$ cat src/rtl/ascon_permutation_engine.sv
// Ascon permutation core: p^a / p^b with start/done handshake, UNROLL rounds per clock, and
// pre-xor (xor_up) / post-xor (xor_down) stages. Define ASCON_PERM_ABORT_EN to add abort_i.
module ascon_permutation_engine #(
  parameter int unsigned UNROLL     = 1,
  parameter int unsigned RATE_WORDS = 1
) (
  input  logic                      clock_i,
  input  logic                      reset_i,
  input  logic                      start_i,
  input  logic                      load_i,
  input  logic                      rounds12_i,
  input  logic [319:0]              state_i,
  input  logic [127:0]              xor_key_i,
  input  logic [64*RATE_WORDS-1:0]  xor_data_i,
  input  logic [1:0]                xor_up_mode_i,
  input  logic [1:0]                xor_down_mode_i,
`ifdef ASCON_PERM_ABORT_EN
  input  logic                      abort_i,
`endif
  output logic [319:0]              state_o,
  output logic                      busy_o,
  output logic                      done_o
);

  if (!(UNROLL == 1 || UNROLL == 2 || UNROLL == 3 || UNROLL == 6)) begin : g_bad_unroll
    $error("ascon_permutation_engine: UNROLL must be 1, 2, 3 or 6");
  end
  if (!(RATE_WORDS == 1 || RATE_WORDS == 2)) begin : g_bad_rate
    $error("ascon_permutation_engine: RATE_WORDS must be 1 or 2");
  end

  typedef enum logic {StIdle, StRun} fsm_e;

  fsm_e         fsm_q;
  logic [3:0]   round_q;
  logic [127:0] key_q;
  logic [1:0]   down_q;

  logic [319:0] up_state;
  logic [319:0] run_state;
  logic [4:0]   round_sum;
  logic         last_group;
  logic         abort;

  function automatic logic [63:0] ror64(input logic [63:0] v, input int unsigned n);
    return (v >> n) | (v << (64 - n));
  endfunction

  // One round on {x0,x1,x2,x3,x4}, x0 in the top 64 bits.
  function automatic logic [319:0] ascon_round(input logic [319:0] s, input logic [3:0] r);
    logic [63:0] x0, x1, x2, x3, x4, t0, t1, t2, t3, t4;
    {x0, x1, x2, x3, x4} = s;
    x2[7:0] = x2[7:0] ^ {4'hF - r, r};
    x0 = x0 ^ x4;
    x4 = x4 ^ x3;
    x2 = x2 ^ x1;
    t0 = ~x0 & x1;
    t1 = ~x1 & x2;
    t2 = ~x2 & x3;
    t3 = ~x3 & x4;
    t4 = ~x4 & x0;
    x0 = x0 ^ t1;
    x1 = x1 ^ t2;
    x2 = x2 ^ t3;
    x3 = x3 ^ t4;
    x4 = x4 ^ t0;
    x1 = x1 ^ x0;
    x0 = x0 ^ x4;
    x3 = x3 ^ x2;
    x2 = ~x2;
    x0 = x0 ^ ror64(x0, 19) ^ ror64(x0, 28);
    x1 = x1 ^ ror64(x1, 61) ^ ror64(x1, 39);
    x2 = x2 ^ ror64(x2, 1) ^ ror64(x2, 6);
    x3 = x3 ^ ror64(x3, 10) ^ ror64(x3, 17);
    x4 = x4 ^ ror64(x4, 7) ^ ror64(x4, 41);
    return {x0, x1, x2, x3, x4};
  endfunction

  // Data word w lands in xw, where word w is xor_data_i[64*w +: 64].
  function automatic logic [319:0] xor_up(input logic [319:0] s, input logic [1:0] mode,
                                          input logic [127:0] key,
                                          input logic [64*RATE_WORDS-1:0] data);
    logic [319:0] r;
    r = s;
    if (mode[0]) begin
      for (int w = 0; w < int'(RATE_WORDS); w++) begin
        r[319 - 64*w -: 64] = r[319 - 64*w -: 64] ^ data[64*w +: 64];
      end
    end
    if (mode[1]) begin
      r[319 - 64*RATE_WORDS -: 64] = r[319 - 64*RATE_WORDS -: 64] ^ key[127:64];
      r[255 - 64*RATE_WORDS -: 64] = r[255 - 64*RATE_WORDS -: 64] ^ key[63:0];
    end
    return r;
  endfunction

  function automatic logic [319:0] xor_down(input logic [319:0] s, input logic [1:0] mode,
                                            input logic [127:0] key);
    logic [319:0] r;
    r = s;
    if (mode[0]) begin
      r[127:64] = r[127:64] ^ key[127:64];
      r[63:0]   = r[63:0] ^ key[63:0];
    end
    if (mode[1]) begin
      r[0] = ~r[0];
    end
    return r;
  endfunction

`ifdef ASCON_PERM_ABORT_EN
  assign abort = abort_i;
`else
  assign abort = 1'b0;
`endif

  assign up_state   = xor_up(load_i ? state_i : state_o, xor_up_mode_i, xor_key_i, xor_data_i);
  assign round_sum  = 5'(round_q) + 5'(UNROLL);
  assign last_group = (round_sum == 5'd12);

  always_comb begin
    run_state = state_o;
    for (int unsigned u = 0; u < UNROLL; u++) begin
      run_state = ascon_round(run_state, round_q + 4'(u));
    end
  end

  always_ff @(posedge clock_i or posedge reset_i) begin
    if (reset_i) begin
      fsm_q   <= StIdle;
      round_q <= '0;
      key_q   <= '0;
      down_q  <= '0;
      state_o <= '0;
      busy_o  <= 1'b0;
      done_o  <= 1'b0;
    end else begin
      done_o <= 1'b0;
      unique case (fsm_q)
        StIdle: begin
          if (start_i) begin
            state_o <= up_state;
            round_q <= rounds12_i ? 4'd0 : 4'd6;
            key_q   <= xor_key_i;
            down_q  <= xor_down_mode_i;
            busy_o  <= 1'b1;
            fsm_q   <= StRun;
          end
        end
        StRun: begin
          if (abort) begin
            busy_o <= 1'b0;
            fsm_q  <= StIdle;
          end else if (last_group) begin
            state_o <= xor_down(run_state, down_q, key_q);
            round_q <= round_sum[3:0];
            busy_o  <= 1'b0;
            done_o  <= 1'b1;
            fsm_q   <= StIdle;
          end else begin
            state_o <= run_state;
            round_q <= round_sum[3:0];
          end
        end
      endcase
    end
  end

endmodule

$ cat config.mk
export PLATFORM = sky130hd
export DESIGN_NAME = ascon_permutation_engine
export DESIGN_NICKNAME = d
export VERILOG_FILES = /design/src/rtl/ascon_permutation_engine.sv
export SDC_FILE = /design/constraint.sdc
export NUM_CORES = 2
export LEC_CHECK = 0
export CAP_MARGIN = 15
export CORE_AREA = 2 2 326 328
export DETAILED_ROUTE_END_ITERATION = 12
export DIE_AREA = 0 0 328 330
export PLACE_DENSITY = 0.65
export SLEW_MARGIN = 0
export SYNTH_ARGS = -nofsm -noshare
export SYNTH_HDL_FRONTEND = slang
export SYNTH_SLANG_ARGS = --single-unit
$ cat constraint.sdc
create_clock -name clock_i -period 22.1 [get_ports clock_i]
set_clock_uncertainty 0.05 [all_clocks]
set_input_delay 4.42 -clock clock_i [delete_from_list [all_inputs] [get_ports clock_i]]
set_output_delay 4.42 -clock clock_i [all_outputs]
set_load 0.02 [all_outputs]
==> impl_metrics.yaml <==
status:
  outcome: "complete, no violations"
critical_path:
  critical_path_depth: 8
  worstPathArrival_ns: 8.05
  crit_path_start_kind: "input port"
  critPathMaxStageDelay_ns: 0.76
  rr_worst_depth: 8
  path_cells: "buf_8 > inv_6 > buf_4 > buf_4 > buf_4 > a2bb2o_1 > a221oi_1 > a21oi_1"
  cp.buffers_inverters: 5
  required_ns: 22.53
  crit_path_frequent_cell: "buf_4"
  path_class: "input port to flop"
  crit_fanout: 68
  crit_family: "buffers and inverters"
  slowest_stage: "buf_4"
  crit_path_end_kind: "flop"
final_layout:
  finalInstanceArea_mm2: 0.0570
  fillCellCount: 9532
  post_route_cells_drive_above_1_share_pct: 6.65
  seqCellArea_mm2: 0.0114
  synthToLayoutAreaGrowth_pct: 26.6
  nets: 6033
  multi_input_area_mm2: 0.0320
sta:
  setup_tns_ns: 0
  slew_headroom_pct: 7.13
  setup_viol: 0
  min_period_ns: 7.62
  grt_setup_unrepaired: "false"
  slew_viol_final: 0
  worstMarginPinSlew_ns: 1.38
  final-hold-violation-count: 0
  fmax_mhz: 131
  fin_crit_sh_pct: 34.5
synth:
  synth_area_mm2: 0.0450
  ys_types: 52
  ys_async_sr_fraction_pct: 100
  synth.ff_latch_count: 457
  ys.flop_type: "dfrtp_1"
  synth_top_area_share_pct: 25.4
  synth_edf_count: 0
  ys_warn_count: 0
  syn_area_per_cell_um2: 9.63
  syn_inst: 4674
  syn-num-nets: 5324
  synth.area.top_cells: "dfrtp_1, xnor3_1, xnor2_1"
  synth.largest_area_cell: "dfrtp_1"
  seq_area_frac_synth_pct: 25.4
place:
  port_buffers: 842
  gp_congestion: 1.04
  dp_hpwl_um: 186000
  placed_area_mm2: 0.0547
grt:
  antenna_found_initial: 36
  grt_pass1_wl_um: 321000
  grt_pass1_vias: 39700
  grt_usage_pct: 42.6
  grt_max_degree: 167
  grt_overflow: 0
clock_network:
  htreeDepth: 2
  cts_max_path_buffers: 3
  root_buffer: "clkbuf_16"
  clkTransAtPathRegs_ns: 0.06
  cts_resized: 0
  clock_latency_ns: 0.70
  cts_tree: "built"
  ctsHoldBuffers: 0
  numCtsBuffers: 59
  postCtsSetupBuffers: 0
  cts.sinks: 457
detailed_routing:
  vias: 42600
  drt_wl_total_um: 237000
  drtIter0Drc: 5516
  drc: 0
  antenna_left: 0
  dr.pass1.iters: 6
  via_per_inst: 6.24
  post_drt_wl_per_cell_um: 34.7
job:
  maxCapViolations: 0
hold_path:
  min_delay_path_depth: 1
  min_path_type: "flop to flop"
floorplanning:
  row_count: 119
  dieArea_mm2: 0.108
  fp.dieW_um: 328
  ios: 843
  core_mm2: 0.105
  initial_core_util_pct: 43.0
  die_y_um: 330
==> sequential cells by signal (all words and copies together) (netlist names) <==
name	flops
key_q	128
down_q	2
done_o	1
fsm_q	1
state_o	320
busy_o	1
round_q	4
==> layout by cell type (no fill, tap or decap), drive strengths merged, types with 134 or more instances in the layout <==
cell type	n
clkdlybuf4s50	838
nand2	692
xnor2	545
dfrtp	457
a21oi	428
o21ai	306
xnor3	281
xor2	173
nor2	160
inv	138
mux2	134
==> layer usage <==
metal	wire, um	global-route usage [%]	vias to the layer above
li1	-	-	17900
met4	18600	28.4	34
met2	102000	63.9	2887
met3	28400	11.9	630
met5	239	0	-
met1	87900	53.8	21200
==> per-stage QoR <==
stage          worst slack, ns  util [%]  cells  hold slack, ns
4_1_cts                  14.62      54.3   6812           0.442
6_report                 14.48      54.4   6839           0.433
5_1_grt                  14.23      54.4   6827           0.453
2_1_floorplan             4.89         -   4674           0.431
3_3_place_gp             13.91      52.3   6703           0.429
3_5_place_dp             13.93      52.3   6703           0.429
==> path summary, 6_finish.rpt <==
| path | from | to | slack [ns] |
|---|---|---|---|
| setup / recovery | load_i | state_o[284] | 14.48 |
| hold / removal | busy_o | busy_o | 0.43 |
| setup reg to reg | round_q[1] | state_o[11] | 17.35 |
| hold reg to reg | busy_o | busy_o | 0.43 |
| max in group asynchronous | reset_i | state_o[140] | 14.68 |
| min in group asynchronous | reset_i | state_o[305] | 4.12 |
==> layout make-up <==
type                       count  area share (%)
multi-input combinational   3802            56.1
sequential                   457            20.1
timing repair buffer         925            15.9
clock buffer                  86            3.11
tap                         1391            3.05
inverter                     138           0.940
clock inverter                23           0.694
antenna                       17          0.0747
==> synth_stat cells, types with 22 or more instances <==
library cell	number
mux2_2	134
o2bb2ai_1	69
a221oi_1	59
a2bb2o_1	59
and2_1	106
dfrtp_1	457
a21o_1	121
clkbuf_1	210
ha_1	129
nand2_1	692
nor2_1	160
a31oi_1	48
xnor2_2	22
xor2_1	170
buf_2	47
o21ai_0	298
xnor3_1	281
nor3_1	46
xor3_1	104
xnor2_1	523
a221o_1	23
inv_1	136
and3_1	69
a21oi_1	428
mux2i_1	104
o22ai_1	29
==> cells by family (layout without fill, tap and decap cells) <==
| family | after synthesis | after routing | synth area share [%] |
|---|---|---|---|
| and+or+nand+nor | 1093 | 1093 | 10.3 |
| other | 0 | 17 | 0 |
| adders and majority gates | 133 | 133 | 3.67 |
| buffers and inverters | 415 | 1172 | 3.69 |
| xor gates and xnor gates | 1103 | 1103 | 33.9 |
| AOI/OAI and AO/OA | 1235 | 1235 | 17.3 |
| DFF | 457 | 457 | 25.4 |
| muxes | 238 | 238 | 5.66 |
Power is not shown: default switching activity piles up to over one toggle a cycle in this logic, so the estimate is an artifact.
